**src/rtl/sys_arr_result_drain.sv**
```systemverilog
`default_nettype none
// ============================================================================
// Module   : sys_arr_result_drain
// Brief    : Drains one systolic-array row of FP32 accumulators. Waits for
//            comp_done to settle, snapshots the row, streams it over AXI-S.
// Revision : 1.0 - initial release
// ============================================================================
module sys_arr_result_drain #(
    parameter int N      = 4,
    parameter int SETTLE = 8,
    parameter int CNT_W  = $clog2(SETTLE + 1)
) (
    input  logic                 clk,
    input  logic                 nrst,
    input  logic                 start,
    input  logic [32*N-1:0]      pe_accum_sum,
    input  logic [N-1:0]         pe_comp_done,
    input  logic [2*N-1:0]       pe_user,
    output logic [31:0]          m_tdata,
    output logic                 m_tvalid,
    input  logic                 m_tready,
    output logic                 m_tlast,
    output logic [1:0]           m_tuser,
    output logic [$clog2(N)-1:0] m_tid,
    output logic                 busy,
    output logic                 done,
    output logic [1:0]           err_sticky
);

    localparam int c_IDX_W = $clog2(N);
    localparam logic [CNT_W-1:0]   c_CNT_LAST = CNT_W'(SETTLE - 1);
    localparam logic [c_IDX_W-1:0] c_IDX_LAST = c_IDX_W'(N - 1);

    typedef enum logic [1:0] {
        S_IDLE    = 2'd0,
        S_SETTLE  = 2'd1,
        S_CAPTURE = 2'd2,
        S_STREAM  = 2'd3
    } state_t;

    state_t               r_state;
    logic [CNT_W-1:0]     r_cnt;
    logic [c_IDX_W-1:0]   r_idx;
    logic                 r_done;
    logic [1:0]           r_err;
    logic [31:0]          r_shadow_data [N];
    logic [1:0]           r_shadow_user [N];

    logic                 w_all_done;
    logic                 w_capture;
    logic [1:0]           w_user_or;

    assign w_all_done = &pe_comp_done;
    // Snapshot is taken on the edge that ends the final settle cycle, so the
    // captured row is exactly what was present while all PEs reported done.
    assign w_capture  = (r_state == S_SETTLE) && w_all_done && (r_cnt == c_CNT_LAST);

    always_comb begin
        w_user_or = 2'b00;
        for (int i = 0; i < N; i++) begin
            w_user_or = w_user_or | r_shadow_user[i];
        end
    end

    generate
        for (genvar g = 0; g < N; g++) begin : g_shadow
            always_ff @(posedge clk or negedge nrst) begin
                if (!nrst) begin
                    r_shadow_data[g] <= 32'd0;
                    r_shadow_user[g] <= 2'b00;
                end else if (w_capture) begin
                    r_shadow_data[g] <= pe_accum_sum[32*g +: 32];
                    r_shadow_user[g] <= pe_user[2*g +: 2];
                end
            end
        end
    endgenerate

    always_ff @(posedge clk or negedge nrst) begin
        if (!nrst) begin
            r_state <= S_IDLE;
            r_cnt   <= '0;
            r_idx   <= '0;
            r_done  <= 1'b0;
            r_err   <= 2'b00;
        end else begin
            r_done <= 1'b0;
            case (r_state)
                S_IDLE: begin
                    if (start) begin
                        r_state <= S_SETTLE;
                        r_cnt   <= '0;
                    end
                end
                S_SETTLE: begin
                    // Any single-cycle drop restarts the window: PEs blink
                    // comp_done low between MACs.
                    if (!w_all_done) begin
                        r_cnt <= '0;
                    end else if (r_cnt == c_CNT_LAST) begin
                        r_cnt   <= '0;
                        r_state <= S_CAPTURE;
                    end else begin
                        r_cnt <= r_cnt + CNT_W'(1);
                    end
                end
                S_CAPTURE: begin
                    r_err   <= r_err | w_user_or;
                    r_idx   <= '0;
                    r_state <= S_STREAM;
                end
                S_STREAM: begin
                    if (m_tready) begin
                        if (r_idx == c_IDX_LAST) begin
                            r_idx   <= '0;
                            r_done  <= 1'b1;
                            r_state <= S_IDLE;
                        end else begin
                            r_idx <= r_idx + c_IDX_W'(1);
                        end
                    end
                end
                default: r_state <= S_IDLE;
            endcase
        end
    end

    // Stream outputs decode registered state and the shadow bank only.
    assign m_tvalid   = (r_state == S_STREAM);
    assign m_tdata    = r_shadow_data[r_idx];
    assign m_tuser    = r_shadow_user[r_idx];
    assign m_tid      = r_idx;
    assign m_tlast    = m_tvalid && (r_idx == c_IDX_LAST);
    assign busy       = (r_state != S_IDLE);
    assign done       = r_done;
    assign err_sticky = r_err;

endmodule
`default_nettype wire
```
**config.mk**
```make
export PLATFORM = sky130hd
export DESIGN_NAME = sys_arr_result_drain
export DESIGN_NICKNAME = d
export VERILOG_FILES = /design/src/rtl/sys_arr_result_drain.sv
export SDC_FILE = /design/constraint.sdc
export NUM_CORES = 1
export LEC_CHECK = 0
export BUFFER_PORTS_ARGS = -buffer_cell sky130_fd_sc_hd__clkbuf_2
export CORE_AREA = 2 2 147 149
export DETAILED_ROUTE_END_ITERATION = 10
export DIE_AREA = 0 0 149 151
export HOLD_SLACK_MARGIN = 0.1
export PLACE_DENSITY_LB_ADDON = 0.05
export SLEW_MARGIN = 30
export SYNTH_ARGS = -nofsm -noshare
export SYNTH_HDL_FRONTEND = slang
export SYNTH_SLANG_ARGS = --single-unit
```
**constraint.sdc**
```tcl
create_clock -name clk -period 1.85 [get_ports clk]
set_input_delay 0.185 -clock clk [delete_from_list [all_inputs] [get_ports clk]]
set_output_delay 0.185 -clock clk [all_outputs]
set_load 0.01 [all_outputs]
```
==> impl_metrics.csv, run 1 <==
group,metric,value,unit
detailed_routing,drcViolationCount,0,
logic_synthesis,synth.top_cell.area_share,0.557,
worst_setup_path,ff2ff_setup_slack,-0.08,ns
floorplan,dieWidth,149,um
worst_setup_path,crit_cells,4,
finish,stdcell_count,1043,
worst_setup_path,startpoint,"m_tid[0]",
logic_synthesis,yosysSeqAreaShare,0.557,
sta,slew_violations,0,
logic_synthesis,synth_nets,537,
cts,cts_buffers,17,
worst_setup_path,worstPathRequired,1.66,ns
cts,cts_tree,"yes",
worst_setup_path,worst-path-buf-inv,3,
finish,n_fill_cell,1828,
place,hpwl,10700,um
worst_hold_path,hold_class,"input port to register",
global_routing,grt_pass1_vias,5181,
global_routing,grt_max_degree,50,
finish,fin_nets,905,
global_routing,antenna_found_initial,0,
worst_setup_path,r2r_cells,6,
floorplan,core.rowCount,53,
logic_synthesis,yosys_warnings,0,
sta,setup_viol,145,
place,io_buffers,185,
finish,multi_input_area,2800,sq um
finish,seqCellArea,3680,sq um
finish,antenna_cells,0,
worst_setup_path,regToRegStartpoint,"r_cnt[0]",
detailed_routing,drtIter0Drc,158,
logic_synthesis,avgSynthCellArea,17.1,sq um
floorplan,die-area,22500,sq um
sta,fmax,0.509,GHz
sta,worstMarginPinSlew,0.503,ns
detailed_routing,first_pass_iters,4,
floorplan,io_pins,186,
worst_setup_path,critical_path_class,"register to output port",
sta,rsz0062_at_grt,"yes",
worst_setup_path,cpPeakStageDelay,0.50,ns
worst_setup_path,critPathCapture,"m_tdata[13]",
logic_synthesis,yosysTopAreaCell,"dfrtp_1",
sta,setup_tns,-6.31,ns
detailed_routing,via_count,4768,
logic_synthesis,mappedNetlistArea,6600,sq um
floorplan,chipHeight,151,um
sta,period_minus_slack,1.96,ns
sta,finalHoldViolations,0,
finish,drive_gt1_frac,0.581,
logic_synthesis,synth-edff-count,0,
cts,h-tree-depth,4,
finish,area_growth,62.9,%
cts,clock_latency,0.41,ns
worst_setup_path,critPathLaunchType,"register",
cts,cts.sink_count,147,
detailed_routing,wire_per_inst,18.6,um
detailed_routing,vias_per_cell,4.57,
detailed_routing,wirelength,19400,um
worst_setup_path,worst_path_max_delay_cell,"mux4_2",
place,dp_cells,840,
sta,fin_hold_ws,0.204,ns
status,status,"complete, but fails checks",
worst_setup_path,critical_path_peak_fanout,8,
sta,clock_skew,0.00868,ns
cts,clockBufferDepth,2,
floorplan,start_util,0.317,
power_and_ir_drop,power_density,702,nW/um^2
power_and_ir_drop,p_leak,5.53,nW
place,routabilityCongestion,0.688,
cts,clkSlewWorstSetupHoldPaths,0.06,ns
worst_setup_path,worstPathCellList,"buf_12 -> clkbuf_16 -> mux4_2 -> clkbuf_2",
job,maxCapViolations,0,
power_and_ir_drop,finalPower,7.55,mW
logic_synthesis,synth-main-ff-cell,"dfrtp_1",
power_and_ir_drop,ir_drop,0.533,mV
sta,slew_headroom,0.665,
worst_setup_path,setup.worst_path.end_class,"output port",
logic_synthesis,ys_ff_latch,147,
floorplan,coreArea,20800,sq um
logic_synthesis,async_reset_ff_frac,1.00,
sta,finalCritPeriodShare,1.06,
logic_synthesis,synth_most_common_cell,"dfrtp_1",
logic_synthesis,yosysUniqueCellTypes,27,
logic_synthesis,yosys-top-cells-area,"dfrtp_1 (56%), mux2_2 (17%), mux4_2 (12%)",
status,violations,"setup timing",
worst_setup_path,r2r_end,"r_shadow_data[29]",
worst_setup_path,crit_family,"multiplexers",
global_routing,grt_use_total,0.161,
sta,setup_slack,-0.113,ns
logic_synthesis,synth.top_cells.by_count,"dfrtp_1 (147), mux2_2 (97), mux2_4 (40)",
worst_setup_path,critical_path_arrival,1.78,ns
cts,cts-root-buf,"clkbuf_16",
detailed_routing,ant_nets,0,
global_routing,grt_pass1_wl,27500,um
logic_synthesis,synthCells,387,
global_routing,overflow,0,
==> what timing repair did <==
| item | in CTS | in global routing |
|---|---|---|
| hold buffers | 138 | 0 |
| setup buffers | 0 | 7 |
| setup endpoints to repair | 58 | 168 |
| hold endpoints to repair | 183 | 0 |
| cloned | 4 | 22 |
| gates resized for setup | 5 | 39 |
| pin swaps | 1 | 2 |
==> registers in the layout, indices dropped and copies added, names as in the netlist <==
name           cells
done               1
err_sticky         2
r_cnt              4
m_tid              2
r_shadow_user      8
r_state            2
r_shadow_data    128
==> worst min-delay path: cells and delay by family <==
family,cells,cell delay (ns)
compound gates,1,0.13
mux,1,0.13
buf+inv,1,0.12
==> worst min path at each step <==
| stage | start | end | slack, ns | cells past startpoint |
|---|---|---|---|---|
| 6_report | start | r_state[0] | 0.20 | 3 |
| 5_1_grt | start | r_state[0] | 0.20 | 3 |
| 4_1_cts | start | r_state[0] | 0.18 | 3 |
| 3_5_place_dp | nrst | r_shadow_data[103] | 0.17 | 1 |
| 3_3_place_gp | nrst | r_shadow_data[71] | 0.17 | 1 |
| 2_1_floorplan | nrst | done | -0.11 | 0 |
==> layout make-up <==
class,count,share of cell area
inverter,4,0.00140
clock inverter,15,0.0191
tap,275,0.0320
sequential,147,0.342
multi-input combinational,213,0.261
clock buffer,17,0.0396
timing repair buffer,372,0.305
==> where the power goes <==
| group | total, mW | internal [mW] | switching [mW] |
|---|---|---|---|
| Combinational | 0.570 | 0.377 | 0.193 |
| Clock | 3.69 | 2.27 | 1.42 |
| Sequential | 3.29 | 3.26 | 0.0252 |
| Total | 7.55 | 5.91 | 1.64 |
==> stage by stage <==
step | setup WS, ns | util | area, sq um
2_1_floorplan | -0.0135 | - | 6630
3_3_place_gp | 0.0309 | 0.380 | 7920
3_5_place_dp | -0.000212 | 0.380 | 7920
4_1_cts | -0.138 | 0.484 | 10100
5_1_grt | -0.173 | 0.516 | 10800
6_report | -0.113 | 0.516 | 10800
==> logic make-up (layout without fill, tap and decap cells) <==
logic type	count (synthesis)	after routing	share of synthesized area
multiplexers	174	174	0.377
flip-flops	147	147	0.557
buffers and inverters	27	408	0.0237
AO/OA/AOI/OAI	12	12	0.0127
adder cells (fa/ha/maj)	6	6	0.0114
AND/OR/NAND/NOR	21	21	0.0176
==> placed cells by master (no fill, tap or decap), types with 3 or more instances in the layout <==
cell / instances
clkbuf_2: 179
dfrtp_1: 145
dlygate4sd3_1: 138
mux2_2: 96
mux2_4: 41
mux4_2: 34
clkbuf_16: 34
buf_4: 11
buf_6: 9
buf_12: 9
nand2_1: 7
buf_16: 6
o21ai_0: 5
ha_1: 4
bufinv_16: 4
nor2_1: 3
mux2i_1: 3
clkinvlp_4: 3
clkinv_4: 3
inv_6: 3
buf_8: 3
==> routing by layer <==
layer  vias up  track usage  part of all wire
met4         0       0.0395             0.013
li1       2196            -                 -
met5         -            0                 0
met2       130        0.271              0.49
met3        15       0.0416             0.044
met1      2427        0.209              0.45
Power figures use the tool's default switching activity.
==> inputs of run 2 (changes only) <==
==> constraint.sdc (replaced) <==
create_clock -name clk -period 1.85 [get_ports clk]
set_input_delay 0.185 -clock clk [delete_from_list [all_inputs] [get_ports clk]]
set_output_delay 0.185 -clock clk [all_outputs]
set_load 0.005 [all_outputs]
==> run 2 against run 1 <==
- the run still ends with setup timing left
- first-iteration DRC count fell by 20%
- clock power is 3% higher
- critical path depth unchanged
- non-clock buffer count fell by 1
- worst setup slack got worse by 0.029 ns
- die area unchanged
- sequential share of layout area is 0.28 points higher
- routed wire length is 0.11% lower
- cell area decreased by 0.80%
==> impl_metrics.csv, run 2 (synthesis gave the netlist of run 1 again) <==
group,metric,value,unit
worst_setup_path,critical_path_class,"register to output port",
worst_setup_path,critical_path_peak_fanout,8,
worst_hold_path,min-delay-start,"start",
floorplan,dieWidth,149,um
power_and_ir_drop,p_leak,5.50,nW
finish,largest-register,"r_shadow_data",
detailed_routing,wire_per_inst,18.6,um
worst_setup_path,crit_family,"multiplexers",
worst_setup_path,r2r_end,"r_shadow_data[30]",
sta,period_minus_slack,1.99,ns
cts,clock_latency,0.42,ns
sta,setup_viol,144,
worst_setup_path,worstPathRequired,1.66,ns
power_and_ir_drop,power_density,718,nW/um^2
place,io_buffers,185,
sta,fin_hold_ws,0.221,ns
worst_hold_path,whs_path_depth,3,
finish,area_growth,61.6,%
cts,cts_tree,"yes",
detailed_routing,first_pass_iters,4,
power_and_ir_drop,finalPower,7.66,mW
finish,final_cell_mix,"clkbuf_2 (183), dfrtp_1 (145), dlygate4sd3_1 (138)",
cts,h-tree-depth,4,
sta,worstMarginPinSlew,0.493,ns
worst_setup_path,setup.worst_path.end_class,"output port",
finish,top_regs,"r_shadow_data (128), r_shadow_user (8), r_cnt (4)",
worst_setup_path,cpPeakStageDelay,0.52,ns
power_and_ir_drop,p_sw,1.67,mW
sta,slew_headroom,0.672,
floorplan,die-area,22500,sq um
power_and_ir_drop,power_frac_clock,0.498,
detailed_routing,ant_nets,0,
finish,final_common_cell,"clkbuf_2",
sta,finalCritPeriodShare,1.08,
sta,rsz0062_at_grt,"yes",
sta,setup_slack,-0.142,ns
worst_hold_path,hold_class,"input port to register",
status,violations,"setup timing",
place,hpwl,10600,um
finish,final_cell_area,10700,sq um
sta,clock_skew,0.00722,ns
power_and_ir_drop,p_int,5.99,mW
finish,antenna_cells,0,
power_and_ir_drop,swShare,0.218,
global_routing,grt_pass1_vias,5091,
floorplan,io_pins,186,
finish,fin_nets,904,
cts,cts_buffers,17,
cts,clockBufferDepth,2,
worst_setup_path,ff2ff_setup_slack,-0.07,ns
detailed_routing,drcViolationCount,0,
cts,cts-root-buf,"clkbuf_16",
sta,slew_violations,0,
sta,finalHoldViolations,0,
global_routing,grt_max_degree,50,
worst_setup_path,critPathLaunchType,"register",
global_routing,grt_use_total,0.164,
detailed_routing,via_count,4746,
floorplan,start_util,0.317,
floorplan,coreArea,20800,sq um
worst_setup_path,critical_path_arrival,1.81,ns
detailed_routing,vias_per_cell,4.55,
place,placed_area,7910,sq um
worst_hold_path,min_to,"r_state[0]",
cts,cts.sink_count,147,
sta,fmax,0.502,GHz
detailed_routing,drtIter0Drc,127,
cts,clkSlewWorstSetupHoldPaths,0.06,ns
worst_setup_path,worst_path_max_delay_cell,"mux4_2",
worst_setup_path,r2r_cells,6,
finish,largest_reg_flops,128,
global_routing,overflow,0,
global_routing,grt_pass1_wl,27700,um
job,maxCapViolations,0,
detailed_routing,wirelength,19300,um
finish,drive_gt1_frac,0.580,
worst_setup_path,regToRegStartpoint,"r_cnt[0]",
power_and_ir_drop,sequentialPowerShare,0.429,
global_routing,antenna_found_initial,0,
floorplan,core.rowCount,53,
status,status,"complete, but fails checks",
worst_setup_path,worst-path-buf-inv,3,
worst_setup_path,worstPathCellList,"buf_4 -> buf_8 -> mux4_2 -> clkbuf_2",
power_and_ir_drop,combPwrFrac,0.073,
floorplan,chipHeight,151,um
place,routabilityCongestion,0.713,
power_and_ir_drop,ir_drop,0.620,mV
==> run 2: changes by cell type in the layout (fill, tap and decap cells not counted), sizes merged <==
cell	before	now
clkinv	5	2
clkbuf	213	215
buf	38	37
inv	7	8
==> run 2: through the flow <==
| stage | worst slack (ns) | cells | setup TNS [ns] | util |
|---|---|---|---|---|
| floorplan | -0.0135 | 387 | -0.540 | - |
| global placement | 0.0311 | 839 | 0 | 0.380 |
| detailed placement | 0.00134 | 839 | 0 | 0.380 |
| CTS | -0.184 | 1021 | -8.65 | 0.491 |
| global route | -0.219 | 1042 | -16.02 | 0.512 |
| finish | -0.142 | 1042 | -6.91 | 0.512 |
==> run 2: area by class of cell <==
cell class                      instances  area, sq um
Inverter                                4         15.0
Fill cell                            1842        10200
Clock inverter                         13          198
Sequential cell                       147         3680
Multi-Input combinational cell        213         2800
Timing Repair Buffer                  371         3170
Tap cell                              275          344
Clock buffer                           19          453
==> run 2: power by group through the flow <==
stage / combinational, mW / clock [mW] / sequential (mW)
6_report: 0.562 / 3.81 / 3.29
5_1_grt: 0.618 / 4.08 / 3.29
3_3_place_gp: 0.329 / 0 / 3.34
4_1_cts: 0.573 / 3.90 / 3.29
2_1_floorplan: 0.0743 / 0 / 3.34
3_5_place_dp: 0.334 / 0 / 3.35
==> run 2: routing by layer <==
| layer | vias to the layer above | track usage | wire (um) |
|---|---|---|---|
| met5 | - | 0 | 0 |
| met4 | 0 | 0.0510 | 199 |
| met3 | 15 | 0.0334 | 597 |
| met2 | 115 | 0.280 | 9780 |
| met1 | 2429 | 0.210 | 8770 |
| li1 | 2187 | - | - |
==> run 2: how the worst max path moves through the flow <==
stage          startpoint                 to  slack, ns  cells past startpoint
2_1_floorplan  r_state[1]  r_shadow_data[23]      -0.01                      8
3_3_place_gp     r_cnt[1]  r_shadow_data[49]       0.03                      5
3_5_place_dp     r_cnt[1]  r_shadow_data[49]      0.001                      5
4_1_cts          m_tid[0]         m_tdata[4]      -0.18                      4
5_1_grt          m_tid[0]        m_tdata[16]      -0.22                      4
6_report         m_tid[0]        m_tdata[27]      -0.14                      4
==> run 2: what timing repair did <==
item | CTS | global route
resized for setup | 14 | 15
pin swaps | 1 | 2
hold buffers | 138 | 0
setup buffers | 5 | 6
endpoints found under the setup margin | 36 | 171
endpoints found under the hold margin | 183 | 0
cloned | 7 | 17
==> run 2: worst min-delay path, cell delays in order <==
cell and delay, ns:
clkbuf_2 0.12, o211ai_1 0.14, mux2i_1 0.15
